File: src/rtl/video_mode_ctrl.sv
// Applies video_mixer runtime config only at VSync boundaries, blanks whole frames
// around sync-type changes, and measures native line length / frame height.
module video_mode_ctrl #(
  parameter int unsigned MUTE_FRAMES = 2,
  parameter logic [23:0] VS_TIMEOUT  = 24'd4000000,
  parameter logic [9:0]  MIN_LINES   = 10'd200,
  parameter int          LEN_W       = 12
) (
  input  logic             clk_sys,
  input  logic             reset,
  input  logic             ce_pix,
  input  logic             HSync,
  input  logic             VSync,
  input  logic [1:0]       req_scanlines,
  input  logic             req_sd_disable,
  input  logic             req_hq2x,
  input  logic             req_ypbpr,
  input  logic             req_ypbpr_full,
  output logic [1:0]       scanlines,
  output logic             scandoubler_disable,
  output logic             hq2x,
  output logic             ypbpr,
  output logic             ypbpr_full,
  output logic             blank,
  output logic             mode_busy,
  output logic [LEN_W-1:0] line_len,
  output logic [9:0]       frame_lines,
  output logic             sync_ok
);

  typedef enum logic [1:0] {IDLE, PENDING, MUTE} state_t;

  localparam logic [7:0]  MUTE_INIT = 8'(MUTE_FRAMES);
  localparam logic [23:0] TMO_LAST  = VS_TIMEOUT - 24'd1;

  state_t      state, state_n;
  logic [5:0]  req_vec, app_vec, app_n;
  logic        blank_n;
  logic [7:0]  mute_cnt, mute_n;
  logic [23:0] tmo, tmo_n;
  logic        hs_q, vs_q;
  logic        hs_rise, vs_rise;
  logic        sync_change;

  logic [LEN_W-1:0] pix_cnt;
  logic [9:0]       line_cnt;
  logic [23:0]      vs_wd;

  assign hs_rise = HSync & ~hs_q;
  assign vs_rise = VSync & ~vs_q;

  // Bit layout: [5:4] scanlines, [3] sd_disable, [2] hq2x, [1] ypbpr, [0] ypbpr_full
  assign req_vec = {req_scanlines, req_sd_disable, req_hq2x, req_ypbpr, req_ypbpr_full};
  assign sync_change = (req_vec[3] != app_vec[3]) || (req_vec[1] != app_vec[1]);

  assign scanlines           = app_vec[5:4];
  assign scandoubler_disable = app_vec[3];
  assign hq2x                = app_vec[2];
  assign ypbpr               = app_vec[1];
  assign ypbpr_full          = app_vec[0];
  assign mode_busy           = (state != IDLE);

  always_ff @(posedge clk_sys) begin
    if (reset) begin
      state    <= IDLE;
      app_vec  <= '0;
      blank    <= 1'b0;
      mute_cnt <= '0;
      tmo      <= '0;
      hs_q     <= 1'b0;
      vs_q     <= 1'b0;
    end else begin
      state    <= state_n;
      app_vec  <= app_n;
      blank    <= blank_n;
      mute_cnt <= mute_n;
      tmo      <= tmo_n;
      hs_q     <= HSync;
      vs_q     <= VSync;
    end
  end

  always_comb begin
    state_n = state;
    app_n   = app_vec;
    blank_n = blank;
    mute_n  = mute_cnt;
    tmo_n   = tmo;
    case (state)
      IDLE: begin
        if (req_vec != app_vec) begin
          state_n = PENDING;
          tmo_n   = '0;
        end
      end
      PENDING: begin
        tmo_n = tmo + 24'd1;
        if (req_vec == app_vec) begin
          state_n = IDLE;
        end else if (vs_rise || (tmo == TMO_LAST)) begin
          app_n = req_vec;
          // Mute countdown starts fresh; the apply edge itself is not a muted frame
          if (sync_change && (MUTE_FRAMES != 0)) begin
            blank_n = 1'b1;
            mute_n  = MUTE_INIT;
            tmo_n   = '0;
            state_n = MUTE;
          end else begin
            state_n = IDLE;
          end
        end
      end
      MUTE: begin
        if (vs_rise) begin
          tmo_n  = '0;
          mute_n = mute_cnt - 8'd1;
          if (mute_cnt == 8'd1) begin
            blank_n = 1'b0;
            state_n = IDLE;
          end
        end else if (tmo == TMO_LAST) begin
          blank_n = 1'b0;
          state_n = IDLE;
        end else begin
          tmo_n = tmo + 24'd1;
        end
      end
      default: state_n = IDLE;
    endcase
  end

  // Native timing measurement runs independently of the mode FSM
  always_ff @(posedge clk_sys) begin
    if (reset) begin
      pix_cnt     <= '0;
      line_cnt    <= '0;
      vs_wd       <= '0;
      line_len    <= '0;
      frame_lines <= '0;
      sync_ok     <= 1'b0;
    end else begin
      if (hs_rise) begin
        line_len <= pix_cnt;
        pix_cnt  <= {{(LEN_W-1){1'b0}}, ce_pix};
      end else if (ce_pix && (pix_cnt != '1)) begin
        pix_cnt <= pix_cnt + 1'b1;
      end

      if (vs_rise) begin
        frame_lines <= line_cnt;
        line_cnt    <= {9'd0, hs_rise};
        sync_ok     <= (line_cnt == frame_lines) && (line_cnt >= MIN_LINES) &&
                       (line_len != '0);
        vs_wd       <= '0;
      end else begin
        if (hs_rise && (line_cnt != 10'd1023))
          line_cnt <= line_cnt + 10'd1;
        if (vs_wd == TMO_LAST) begin
          sync_ok     <= 1'b0;
          frame_lines <= '0;
        end else begin
          vs_wd <= vs_wd + 24'd1;
        end
      end
    end
  end

endmodule
File: config.mk
export PLATFORM = sky130hd
export DESIGN_NAME = video_mode_ctrl
export DESIGN_NICKNAME = d
export VERILOG_FILES = /design/src/rtl/video_mode_ctrl.sv
export SDC_FILE = /design/constraint.sdc
export NUM_CORES = 1
export LEC_CHECK = 0
export CORE_ASPECT_RATIO = 2
export CORE_MARGIN = 8
export CORE_UTILIZATION = 38
export DETAILED_ROUTE_END_ITERATION = 10
export GPL_TIMING_DRIVEN = 1
export PLACE_DENSITY_LB_ADDON = 0.3
export SYNTH_ARGS = -nofsm -noshare
export SYNTH_HDL_FRONTEND = slang
export SYNTH_SLANG_ARGS = --single-unit
File: constraint.sdc
create_clock -name clk_sys -period 2.85 [get_ports clk_sys]
set_input_delay 0.57 -clock clk_sys [delete_from_list [all_inputs] [get_ports clk_sys]]
set_output_delay 0.57 -clock clk_sys [all_outputs]
set_load 0.01 [all_outputs]
=== Word level (Yosys, flattened, before mapping) ===
Cells that the tools add are included.

* Register bits: 112
* Input bits: 11
* Output and inout port bits: 31
* Logic and storage cells: 103

* Add/subtract/negate cells: 5
* $lt $le $gt $ge: 1
* Equality and inequality tests: 21
* Multiplexer cells: 35
* Bitwise operators: 5
* Reductions and logical operators: 21

{| class="wikitable"
|+ Operators with widths
! operator !! count
|-
| 2-to-1 mux 24 bit || 6
|-
| one-hot mux 24 bit (3 select lines) || 1
|-
| adder 24 x 1 -> 24 bit (second input constant) || 2
|-
| equality test 24 x 22 -> 1 bit (second input constant) || 2
|-
| 2-to-1 mux 8 bit || 4
|-
| 2-to-1 mux 10 bit || 2
|-
| one-hot mux 8 bit (2 select lines) || 1
|-
| 2-to-1 mux 2 bit || 7
|-
| adder 12 x 1 -> 12 bit (second input constant) || 1
|-
| 2-to-1 mux 1 bit || 12
|-
| != test 12 bit (second input constant) || 1
|-
| != test 3 bit (second input constant) || 4
|-
| nonzero test 12 bit || 1
|-
| adder 10 x 1 -> 10 bit (second input constant) || 1
|-
| equality test 10 bit || 1
|-
| greater-or-equal comparator 10 x 8 -> 1 bit (second input constant) || 1
|-
| != test 10 bit (second input constant) || 1
|-
| != test 2 bit (second input constant) || 5
|-
| nonzero test 2 bit || 5
|-
| equality test 8 x 1 -> 1 bit (second input constant) || 1
|-
| subtractor 8 x 1 -> 8 bit (second input constant) || 1
|-
| equality test 6 bit || 1
|-
| != test 6 bit || 1
|-
| one-hot mux 2 bit (3 select lines) || 1
|-
| 15 further kinds || 25
|}

=== Logic depth before layout (Yosys ltp) ===
Gate-level depths: netlist of the first run.

* Depth in word-level cells: 6
* Mapped depth: 9
* Depth with buffers taken out: 7

=== Least setup slack after synthesis of the first run ===
Ideal clock, no wire load.

* Kind: register to register
* Start point: reg tmo[0]
* End point: reg state[1]
* Library setup time: 123 ps
* Arrival: 1,983 ps
* Required time: 2,727 ps
* Slack: 743 ps
* Cell stages (with the launch flop): 9
* Path buffers: 1
* Period minus slack after synthesis: 2,107 ps
* Cell sequence: dfxtp_1 -> ha_1 -> nand3_1 -> or2_1 -> buf_6 -> or2_1 -> and4_1 -> a211oi_2 -> mux2_1

* Cells in the longest elaborated chain, start to end: 4
* Elaborated cells between the ends (all ways): 5
* Those cells by class: 3 x eq/ne; 2 x reduce/logical

{| class="wikitable"
|+ RTL lines
! item !! RTL line !! source
|-
| start, declared || 40 || <nowiki>logic [23:0] tmo, tmo_n;</nowiki>
|-
| start signal, assigned || 77 || <nowiki>tmo <= tmo_n;</nowiki>
|-
| equality test 24 x 22 -> 1 bit (*) || 100, 121 ||
|-
| logical OR 1 bit || 100 || <nowiki>end else if (vs_rise || (tmo == TMO_LAST)) begin</nowiki>
|-
| != test 3 bit (no line) || n/a ||
|-
| AND reduction 4 bit (no line) (*) || n/a ||
|-
| end signal, assigned || 73 || <nowiki>state <= state_n;</nowiki>
|-
| end, declared || 36 || <nowiki>state_t state, state_n;</nowiki>
|}

Mark *: on every way between the ends. The rest lies on a longest branch, timed or not.
A chain may end at the register's enable or synchronous reset.

=== Worst setup path after layout of the first run ===
Ends and elaborated chain as after synthesis.

==> impl_results.rst, run 1 <==
.. list-table::
   :header-rows: 1

   * - Metric
     - Value
   * - Result of the run
     - finished clean
   * - Maximum buffer depth of the clock tree
     - 2
   * - Leading area contributor after synthesis
     - sky130_fd_sc_hd__dfxtp_1
   * - Clock Skews
     - 8.08 ps
   * - Area added between synthesis and finish
     - 16.8%
   * - Per-cell routed wire length
     - 13.4 um
   * - Synth async-reset ratio
     - 0%
   * - Net count of the finished layout
     - 690
   * - Core Rows
     - 61
   * - RePlAce Congestion
     - 0.794
   * - Endpoint kind of the worst setup timing path
     - register
   * - Peak ir drop on the vdd network
     - 0.375 mV
   * - Portion of the post-synthesis area used by sequential elements
     - 41.8%
   * - Clock buffer count from CTS
     - 9
   * - CTS clock-pin slew for the worst setup and hold paths
     - 80 ps
   * - CP Data Arrival Time
     - 2680 ps
   * - Achievable frequency
     - 409 MHz
   * - Required time at the endpoint of the critical path
     - 3080 ps
   * - Ys Warns
     - 0
   * - Vertical extent of the die
     - 184 um
   * - Ranking of synthesized cells by area
     - sky130_fd_sc_hd__dfxtp_1 42%, sky130_fd_sc_hd__xnor2_1 7.5%, sky130_fd_sc_hd__nor2_1 6.5%
   * - Static leakage
     - 2.13 nW
   * - Area of the mapped netlist
     - 0.00536 sq mm
   * - Post-CTS Hold Fix Bufs
     - 0
   * - Number of clock sinks seen by CTS
     - 112
   * - Floorplan die area
     - 0.0184 sq mm
   * - Insertion delay of the later-clocked pin in the worst-skew pair
     - 350 ps
   * - Starting DRT DRC Count
     - 111
   * - Top-level I/O count
     - 42
   * - Layout cell share with drive strength beyond 1
     - 6.53%
   * - Cell type of the slowest stage on the worst timing path
     - sky130_fd_sc_hd__o21ai_0
   * - Leftover overflow at the end of global routing
     - 0
   * - Synth Net Count
     - 654
   * - Placed Area
     - 0.00598 sq mm
   * - Maximum fanout count along the critical path
     - 7
   * - Number of detailed-route iterations in the first pass
     - 4
   * - Commonest cells post-synth
     - 112 x sky130_fd_sc_hd__dfxtp_1, 93 x sky130_fd_sc_hd__nor2_1, 66 x sky130_fd_sc_hd__nand2_1, 46 x sky130_fd_sc_hd__xnor2_1
   * - Max transition margin
     - 51.4%
   * - Dpl hpwl
     - 8.60 mm
   * - Via count
     - 4,408
   * - Power density of the placed cells
     - 594 mW/mm^2
   * - Final Slew Violations
     - 0
   * - # Max-Cap Violations
     - 0
   * - Count of endpoints failing hold in the final timing report
     - 0
   * - Post-layout utilization of the core
     - 45.1%
   * - Number of instances in the synthesized netlist
     - 633
   * - Count of flip-flops with a built-in enable after synthesis
     - 0
   * - CTS H-Tree Depth
     - 3
   * - Fin crit share
     - 85.9%
   * - RSZ-0062 raised after global routing
     - no
   * - CP top delay family
     - compound AO/OA/AOI/OAI gates
   * - WL final
     - 11.6 mm
   * - Share of the synthesized area in the top cell type
     - 41.8%
   * - Via count of the first global-routing pass
     - 4,420
   * - Cell-by-cell trace of the critical path
     - ha_1 -> nand3_1 -> or2_1 -> o21ai_0 -> o21ai_1 -> a211oi_2 -> mux2_1
   * - Wire length of the first global-routing pass
     - 20.0 mm
   * - Antenna violations before repair
     - 0
   * - Die X
     - 100 um
   * - Syn avg cell area
     - 8.47 sq um
   * - Critical path buffer and inverter count
     - 0
   * - Count of antenna diodes in the layout
     - 0
   * - Area of the placeable core
     - 0.0139 sq mm
   * - Class of the most critical hold timing path
     - register to register
   * - Top FF cell, synth
     - sky130_fd_sc_hd__dfxtp_1
   * - Launching element type of the critical path
     - register
   * - Number of distinct library cell variants in the gate-level netlist after synthesis
     - 55
   * - Number of buffers added for setup after CTS
     - 0
   * - Total routing usage reported by global routing
     - 13.2%
   * - Final min period
     - 2450 ps
   * - Number of gates resized after cts
     - 0
   * - Post-route DRC
     - 0
   * - Final cell area excluding filler cells
     - 0.00627 sq mm
   * - Setup TNS
     - 0 ps
   * - Setup violations, final
     - 0
   * - Avg Vias per Cell
     - 5.11
   * - Critical path start-end classification
     - register to register
   * - Maximum number of pins on one net before global-route repair
     - 34
   * - Count of input and output buffers
     - 41
   * - Cell chosen for the clock root
     - sky130_fd_sc_hd__clkbuf_16
   * - Initial Utilization
     - 38.6%
   * - Worst Tran Pin Value
     - 722 ps
   * - Cell with the most instances after synthesis
     - sky130_fd_sc_hd__dfxtp_1
   * - TritonCTS clock tree
     - done
   * - Number of storage elements in the synthesis netlist
     - 112
   * - Max incr delay on CP
     - 420 ps
   * - Number of routed nets with antenna violations
     - 0
==> cell families (layout without fill, tap and decap cells) <==
family | count (synthesis) | count (layout) | synth area share (%)
simple gates | 312 | 312 | 29.9
xor+xnor | 84 | 84 | 13.7
compound gates | 62 | 62 | 7.04
mux | 10 | 10 | 1.89
fa+ha+maj | 10 | 10 | 2.33
flops | 112 | 112 | 41.8
buf+inv | 43 | 84 | 3.34
==> placed cells by master (no fill, tap or decap), types with 2 or more instances in the layout <==
cell type / synthesis / routed
sky130_fd_sc_hd__nor2_1: 93 / 93
sky130_fd_sc_hd__or2_1: 2 / 2
sky130_fd_sc_hd__or2_2: 3 / 3
sky130_fd_sc_hd__xor2_1: 38 / 38
sky130_fd_sc_hd__dfxtp_1: 112 / 112
sky130_fd_sc_hd__a2bb2oi_1: 2 / 2
sky130_fd_sc_hd__inv_6: 0 / 4
sky130_fd_sc_hd__and2_1: 6 / 6
sky130_fd_sc_hd__o31ai_1: 2 / 2
sky130_fd_sc_hd__mux2i_1: 9 / 9
sky130_fd_sc_hd__nor4_4: 2 / 2
sky130_fd_sc_hd__and3_1: 10 / 10
sky130_fd_sc_hd__clkdlybuf4s50_1: 0 / 41
sky130_fd_sc_hd__o21ai_0: 9 / 9
sky130_fd_sc_hd__nand2b_1: 8 / 8
sky130_fd_sc_hd__clkbuf_16: 0 / 9
sky130_fd_sc_hd__buf_4: 2 / 13
sky130_fd_sc_hd__nor4_1: 23 / 23
sky130_fd_sc_hd__inv_1: 14 / 14
sky130_fd_sc_hd__nor2b_1: 5 / 5
sky130_fd_sc_hd__nand3_1: 38 / 38
sky130_fd_sc_hd__and4_1: 5 / 5
sky130_fd_sc_hd__nand4_1: 16 / 16
sky130_fd_sc_hd__ha_1: 10 / 10
sky130_fd_sc_hd__o21ai_1: 2 / 2
sky130_fd_sc_hd__a211oi_1: 2 / 2
sky130_fd_sc_hd__nor3b_1: 2 / 2
sky130_fd_sc_hd__nor3_1: 16 / 16
sky130_fd_sc_hd__nor4b_1: 4 / 4
sky130_fd_sc_hd__or3_1: 6 / 6
sky130_fd_sc_hd__xnor2_1: 46 / 46
sky130_fd_sc_hd__nand2_1: 66 / 66
sky130_fd_sc_hd__a21oi_1: 32 / 32
==> routing by layer <==
layer / track usage, % / part of all wire (%) / vias to the layer above
met5: 0 / 0 / -
met2: 24.8 / 55 / 48
met4: 5.30 / 1.6 / 0
met1: 13.6 / 41 / 2112
li1: - / - / 2235
met3: 2.50 / 2.7 / 13
==> state kept, by name, summed over array words and instances (netlist names) <==
name         flops
vs_wd           24
state            2
line_cnt        10
pix_cnt         12
frame_lines     10
app_vec          6
vs_q             1
line_len        12
tmo             24
sync_ok          1
blank            1
mute_cnt         8
hs_q             1
==> tightest hold or removal path, cell delays in order, from the launching register on <==
cell and delay (ps):
sky130_fd_sc_hd__dfxtp_1 320, sky130_fd_sc_hd__nand2_1 50, sky130_fd_sc_hd__a21oi_1 50
==> final timing paths <==
kind	startpoint	end	slack [ps]	cells after the start
setup / recovery	tmo[0]	state[1]	400	7
hold reg to reg	line_len[4]	line_len[4]	470	2
hold / removal	line_len[4]	line_len[4]	470	2
setup reg to reg	tmo[0]	state[1]	400	7
==> area by class of cell <==
type	count	area [sq um]
Timing Repair Buffer	54	508
Sequential cell	112	2240
Clock inverter	7	60.1
Tap cell	189	236
Clock buffer	9	225
Multi-Input combinational cell	478	2940
Fill cell	1411	7620
Inverter	14	52.6
==> power by group <==
| part | internal [mW] | switching, mW |
|---|---|---|
| sequential | 1.66 | 0.0802 |
| clock | 0.613 | 0.601 |
| combinational | 0.319 | 0.455 |
| total | 2.59 | 1.14 |
==> metrics by stage <==
| stage | hold WS, ps | instances | setup slack (ps) | total power, mW |
|---|---|---|---|---|
| floorplan | 452 | 633 | 743 | 2.32 |
| detailed placement | 466 | 847 | 181 | 2.55 |
| global route | 487 | 863 | 217 | 3.94 |
| CTS | 477 | 863 | 393 | 3.78 |
| global placement | 460 | 847 | 244 | 2.53 |
| finish | 474 | 863 | 402 | 3.72 |
Note: power is estimated with default switching activity, not from simulation.
==> run 2: changes to the inputs <==
- CTS_CLUSTER_SIZE: unset -> 24
- SKIP_CTS_REPAIR_TIMING: unset -> 1
==> results of run 2 <==
The final DEF is identical to that of run 1; final timing and power are the same.
